==> config.mk <==
export PLATFORM = sky130hd
export DESIGN_NAME = hilo_acc_unit
export DESIGN_NICKNAME = d
export VERILOG_FILES = /design/src/rtl/hilo_pkg.sv /design/src/rtl/hilo_mul.sv /design/src/rtl/hilo_acc_unit.sv
export SDC_FILE = /design/constraint.sdc
export NUM_CORES = 1
export LEC_CHECK = 0
export BUFFER_PORTS_ARGS = -buffer_cell sky130_fd_sc_hd__buf_2
export CAP_MARGIN = 20
export CORE_ASPECT_RATIO = 0.9
export CORE_MARGIN = 3
export CORE_UTILIZATION = 42
export CTS_CLUSTER_SIZE = 12
export DETAILED_ROUTE_END_ITERATION = 6
export PLACE_DENSITY_LB_ADDON = 0.3
export SLEW_MARGIN = 30
export SYNTH_ARGS = -nofsm -noshare
export SYNTH_HDL_FRONTEND = slang
export SYNTH_SLANG_ARGS = --single-unit
==> constraint.sdc <==
create_clock -name clk -period 3.1 [get_ports clk]
set_input_delay 0.465 -clock clk [delete_from_list [all_inputs] [get_ports clk]]
set_output_delay 0.465 -clock clk [all_outputs]
set_load 0.005 [all_outputs]
==> src/rtl/hilo_pkg.sv <==
// -----------------------------------------------------------------------------
// hilo_pkg
// Shared definitions for the HI/LO register unit.
//   hilo_op_e     : 3-bit op encoding presented on hilo_acc_unit.op
//   is_acc_op()   : op is one of the multiply-accumulate ops (MADD/MADDU/MSUB/MSUBU)
//   is_sub_op()   : accumulate op subtracts the product (MSUB/MSUBU)
//   is_signed_op(): accumulate op uses a signed multiply (MADD/MSUB)
// -----------------------------------------------------------------------------
package hilo_pkg;

   typedef enum logic [2:0] {
      OP_NOP     = 3'd0,
      OP_WR_BOTH = 3'd1,
      OP_WR_HI   = 3'd2,
      OP_WR_LO   = 3'd3,
      OP_MADD    = 3'd4,
      OP_MADDU   = 3'd5,
      OP_MSUB    = 3'd6,
      OP_MSUBU   = 3'd7
   } hilo_op_e;

   // All accumulate ops live in the upper half of the encoding space.
   function automatic logic is_acc_op(hilo_op_e op);
      return op[2];
   endfunction

   function automatic logic is_sub_op(hilo_op_e op);
      return (op == OP_MSUB) || (op == OP_MSUBU);
   endfunction

   function automatic logic is_signed_op(hilo_op_e op);
      return (op == OP_MADD) || (op == OP_MSUB);
   endfunction

endpackage

==> src/rtl/hilo_mul.sv <==
// -----------------------------------------------------------------------------
// hilo_mul
// Stage 1 of the accumulate pipeline: registers the full 2*WIDTH product of
// src_a and src_b, sign- or zero-extended according to is_signed.
// Ports:
//   clk       in  1        clock
//   load      in  1        capture a new product this cycle
//   is_signed in  1        1: signed operands, 0: unsigned operands
//   src_a     in  WIDTH    multiply operand A
//   src_b     in  WIDTH    multiply operand B
//   product   out 2*WIDTH  registered product
// -----------------------------------------------------------------------------
module hilo_mul #(
   parameter int WIDTH = 32
) (
   input  logic                 clk,
   input  logic                 load,
   input  logic                 is_signed,
   input  logic [WIDTH-1:0]     src_a,
   input  logic [WIDTH-1:0]     src_b,
   output logic [2*WIDTH-1:0]   product
);

   logic [2*WIDTH-1:0] a_ext;
   logic [2*WIDTH-1:0] b_ext;

   // Extending both operands to 2*WIDTH and keeping the low 2*WIDTH bits of
   // the product gives the exact signed or unsigned result with one multiplier.
   always_comb begin
      a_ext = is_signed ? {{WIDTH{src_a[WIDTH-1]}}, src_a} : {{WIDTH{1'b0}}, src_a};
      b_ext = is_signed ? {{WIDTH{src_b[WIDTH-1]}}, src_b} : {{WIDTH{1'b0}}, src_b};
   end

   // NOTE: datapath register without reset; it is only consumed while the
   // top level's s1_valid is set, and that flag is reset.
   always_ff @(posedge clk) begin
      if (load) product <= a_ext * b_ext;
   end

endmodule

==> src/rtl/hilo_acc_unit.sv <==
// -----------------------------------------------------------------------------
// hilo_acc_unit
// Architectural HI/LO registers for the MIPS core. Serves MTHI/MTLO, whole-pair
// writes from MULT/DIV and the MADD/MADDU/MSUB/MSUBU accumulates. Accumulates
// take two cycles: multiply (hilo_mul), then add/subtract and commit.
// Build option: define HILO_MAC_EN to implement the accumulate ops; without it
// ops 4-7 are accepted and dropped, busy is 0 and no multiplier is built.
// Ports:
//   clk       in  1      clock
//   rst       in  1      synchronous active-high reset
//   op_valid  in  1      an op is presented this cycle
//   op        in  3      hilo_op_e encoding
//   hi_i      in  WIDTH  HI write data
//   lo_i      in  WIDTH  LO write data
//   src_a     in  WIDTH  multiply operand A
//   src_b     in  WIDTH  multiply operand B
//   flush     in  1      exception flush, kills an uncommitted accumulate
//   op_ready  out 1      unit can accept an op this cycle
//   busy      out 1      accumulate in flight, HI/LO stale
//   hi_o      out WIDTH  architectural HI
//   lo_o      out WIDTH  architectural LO
// -----------------------------------------------------------------------------
import hilo_pkg::*;

module hilo_acc_unit #(
   parameter int WIDTH = 32
) (
   input  logic               clk,
   input  logic               rst,
   input  logic               op_valid,
   input  logic [2:0]         op,
   input  logic [WIDTH-1:0]   hi_i,
   input  logic [WIDTH-1:0]   lo_i,
   input  logic [WIDTH-1:0]   src_a,
   input  logic [WIDTH-1:0]   src_b,
   input  logic               flush,
   output logic               op_ready,
   output logic               busy,
   output logic [WIDTH-1:0]   hi_o,
   output logic [WIDTH-1:0]   lo_o
);

   hilo_op_e             op_e;
   logic                 accept;
   logic                 commit;
   logic [2*WIDTH-1:0]   acc_result;

   assign op_e   = hilo_op_e'(op);
   assign accept = op_valid && op_ready && !flush;

`ifdef HILO_MAC_EN
   logic                 s1_valid;
   logic                 s1_sub;
   logic                 mul_load;
   logic [2*WIDTH-1:0]   product;

   assign mul_load = accept && is_acc_op(op_e);

   hilo_mul #(.WIDTH(WIDTH)) u_mul (
      .clk       (clk),
      .load      (mul_load),
      .is_signed (is_signed_op(op_e)),
      .src_a     (src_a),
      .src_b     (src_b),
      .product   (product)
   );

   // s1 lives exactly one cycle: it either commits or is flushed. No new
   // accumulate can load while it is set because op_ready is low.
   always_ff @(posedge clk) begin
      if (rst)           s1_valid <= 1'b0;
      else if (s1_valid) s1_valid <= 1'b0;
      else               s1_valid <= mul_load;
   end

   always_ff @(posedge clk) begin
      if (mul_load) s1_sub <= is_sub_op(op_e);
   end

   assign commit     = s1_valid && !flush;
   // Wraps modulo 2^(2*WIDTH); there is no overflow trap.
   assign acc_result = s1_sub ? ({hi_o, lo_o} - product) : ({hi_o, lo_o} + product);
   assign busy       = s1_valid;
   assign op_ready   = !rst && !s1_valid;
`else
   // Operands only feed the multiplier, which this build omits.
   logic unused_mac;
   assign unused_mac = ^{src_a, src_b};

   assign commit     = 1'b0;
   assign acc_result = {hi_o, lo_o};
   assign busy       = 1'b0;
   assign op_ready   = !rst;
`endif

   // Commit and accept never coincide: accept needs op_ready, which is low
   // whenever s1 holds an accumulate.
   always_ff @(posedge clk) begin
      if (rst) begin
         hi_o <= '0;
         lo_o <= '0;
      end else if (commit) begin
         {hi_o, lo_o} <= acc_result;
      end else if (accept) begin
         case (op_e)
            OP_WR_BOTH: begin
               hi_o <= hi_i;
               lo_o <= lo_i;
            end
            OP_WR_HI: hi_o <= hi_i;
            OP_WR_LO: lo_o <= lo_i;
            default:  ;
         endcase
      end
   end

endmodule

==> metrics <==
run status=completed; power density over the cells=a little under 500 mW/mm^2; Setup violations, final=0; Cells after Synth=approximately 300; cells taking the most area after synthesis=sky130_fd_sc_hd__dfxtp_1, sky130_fd_sc_hd__a21oi_1, sky130_fd_sc_hd__nand3_1, sky130_fd_sc_hd__o21ai_1, sky130_fd_sc_hd__buf_6; top cell type's share of synthesized area=0.516; sequential fraction of the synthesis area=0.516; die boundary width=87.1 um; number of buffers inserted during clock tree synthesis=9; number of distinct standard cells referenced by the synthesized netlist=16; achievable frequency=approximately 0.55 GHz; required time at the worst-slack endpoint=2.63 ns; number of instances on the worst hold path=3; simple-gate share of the synthesized area=0.136; yosys synthesis warning count=0; share of cells above drive strength 1=0.377; Min Clock Period, post-route=1.81 ns; Mapped Nets=between 400 and 500; Critical R2R Launch=hi_o[21]; Worst Hold End=lo_o[29]; sort of element at the end of the critical path=output port; Final Non-Filler Cells=between 400 and 500; final wirelength=roughly 7 mm; xor and xnor area share after synthesis=0.00705; Slew Limit Fails=0; critical path fanouts, max=65; overall die area=0.00688 mm^2; count of flip-flops with a built-in enable after synthesis=0; number of hold buffers added after CTS=0; clock tree sinks=64; largest family of logic cells by synthesized area=compound AO/OA/AOI/OAI gates; biggest area consumer among synthesized cells=sky130_fd_sc_hd__dfxtp_1; synthesized flop and latch total=between 60 and 70; antenna violations before repair=0; Register-to-Register Setup Slack=2.43 ns; drc violations=0; P&R area growth vs syn=32.6%; IR Drop Worst-Case VDD=between 0.2 and 0.3 mV; static power due to leakage=between 0.001 and 0.0015 uW; post-route ant nets=0; Antenna Diode Count=0; DIE HEIGHT=just under 80 um; number of buffers on the longest clock path=2; clock tree from TritonCTS=done; count of standard-cell rows=25; cells resized by post-CTS repair=0; critical register-to-register path endpoint=hi_o[21]; final setup skew=0 ns; area of combinational cells with multiple inputs=between 0.001 and 0.0015 mm^2; multiplexer area fraction after synthesis=0; FILL cells=~520; Fin Setup TNS=0 ns; Setup CP Type=primary input to output port; unrepaired setup endpoints after global routing=no; worst hold path startpoint=lo_i[29]; share of the cycle needed by the critical path after routing=0.585; Slew Limit Headroom=0.403; summed instance area of the synthesized netlist=~0.0025 mm^2; largest net degree at the start of global routing=66; number of placed instances, taps included=472; via count of the first global-routing pass=approximately 2600; maximum capacitance violations=0; num ports=about 200; Final nets=between 500 and 600; clock slew at reported path FFs=0.07 ns; Clock H-tree levels=3; HPWL reported at the end of detailed placement=approximately 4.6 mm; total grt overflow=0; Avg Cell Area, Syn=~8.3 um^2; slew at the pin closest to its max-slew limit=slightly below 0.9 ns; average vias per placed instance=between 5 and 6; Total Routing Usage GR=0.213; top flip-flop cell by instance count after synthesis=sky130_fd_sc_hd__dfxtp_1; Register Area=0.00128 mm^2; mean routed wirelength per cell=14.5 um; FF-to-FF path depth=2; area of the core region=around 0.0055 mm^2; share of the synthesized area in compound gates (AO/OA/AOI/OAI)=0.258; Port Buffers=roughly 140; Clk Tree Root Cell=sky130_fd_sc_hd__clkbuf_8; number of failing hold endpoints at the final stage=0; wire length of the first global-routing pass=approximately 12 mm; kind of start point of the critical path=primary input; Synth async-reset ratio=0; overall via count from detail_route=roughly 2600; initial core utilization=0.454; worst min path class=primary input to flip-flop; cell types with the highest counts after synthesis=sky130_fd_sc_hd__a21oi_1, sky130_fd_sc_hd__dfxtp_1, sky130_fd_sc_hd__nand3_1; # Post-CTS Setup Buffers=0; arrival time at the worst endpoint=1.35 ns; adder-cell area share of the yosys netlist=0; detailed-routing iteration count for the pre-antenna-repair pass=4; Routability Congestion=about 0.76; initial drt markers=133; clock latency on the worst-skew pair=between 0.3 and 0.4 ns
-- sequential cells by signal, indices dropped and copies added (netlist names) --
signal / cells
hi_o: 32
lo_o: 32
-- layout make-up --
class | instances | share of cell area
flip-flops and latches | 64 | 0.389
inverters | 2 | 0.00228
repair buffers | 142 | 0.221
clock buffers | 14 | 0.0524
well taps | 67 | 0.0254
multi-input cells | 197 | 0.310
-- worst max-delay path by stage --
| stage | from | end | slack, ns |
|---|---|---|---|
| finish | rst | op_ready | 1.29 |
| global route | op[0] | lo_o[28] | 1.07 |
| CTS | rst | op_ready | 1.28 |
| detailed placement | rst | hi_o[21] | 0.97 |
| global placement | rst | hi_o[23] | 1.03 |
| floorplan | rst | hi_o[12] | 1.51 |
-- worst max-delay path: stages --
cell and delay [ns]:
sky130_fd_sc_hd__buf_2 0.11, sky130_fd_sc_hd__buf_4 0.53, sky130_fd_sc_hd__inv_1 0.07, sky130_fd_sc_hd__buf_2 0.15
-- kinds of logic (layout without fill, tap and decap cells) --
| logic type | Yosys count | count (layout) |
|---|---|---|
| AOI/OAI and AO/OA | 128 | 128 |
| buffers and inverters | 37 | 158 |
| DFF | 64 | 64 |
| and+or+nand+nor | 66 | 66 |
| xor gates and xnor gates | 2 | 2 |
| other | 1 | 1 |
-- per-layer routing --
layer | part of all wire | up-vias | global-route usage
met5 | 0 | - | 0
met4 | 0.019 | 0 | 0.0966
met3 | 0.074 | 12 | 0.0674
met2 | 0.49 | 82 | 0.373
met1 | 0.42 | 1218 | 0.234
li1 | - | 1301 | -
-- power by group --
part | total (uW) | switching [uW] | leakage [uW] | internal (uW)
registers | 838 | 4.60 | 0.000517 | 834
logic | 152 | 94.2 | 0.000827 | 57.8
clock network | 637 | 289 | 0.0000886 | 348
-- through the flow --
step | cell area (um^2) | hold WS, ns | setup WS [ns] | power, uW | utilization
finish | 3300 | 0.377 | 1.29 | 1630 | 0.602
global route | 3300 | 0.363 | 1.07 | 1700 | 0.602
CTS | 3300 | 0.359 | 1.28 | 1640 | 0.602
detailed placement | 3120 | 0.468 | 0.965 | 1010 | 0.571
global placement | 3120 | 0.457 | 1.03 | 1010 | 0.571
floorplan | 2480 | 0.470 | 1.51 | 936 | -
-- cells in the final DEF (no fill, tap or decap) --
master                     Yosys  final
sky130_fd_sc_hd__nor4b_2       0      1
sky130_fd_sc_hd__a21oi_1      64     64
sky130_fd_sc_hd__o21ai_1      60     60
sky130_fd_sc_hd__inv_1         2      1
sky130_fd_sc_hd__o21ai_0       4      4
sky130_fd_sc_hd__or4b_2        0      1
sky130_fd_sc_hd__xnor2_2       0      1
sky130_fd_sc_hd__buf_2         9    135
sky130_fd_sc_hd__dfxtp_1      64     64
sky130_fd_sc_hd__nand3_1      64     64
sky130_fd_sc_hd__clkbuf_8      0     12
sky130_fd_sc_hd__buf_4         2      7
sky130_fd_sc_hd__clkbuf_1     15      2
sky130_fd_sc_hd__conb_1        1      1
sky130_fd_sc_hd__clkinv_1      0      1
sky130_fd_sc_hd__xor2_2        0      1
Note: power is estimated with default switching activity, not from simulation.
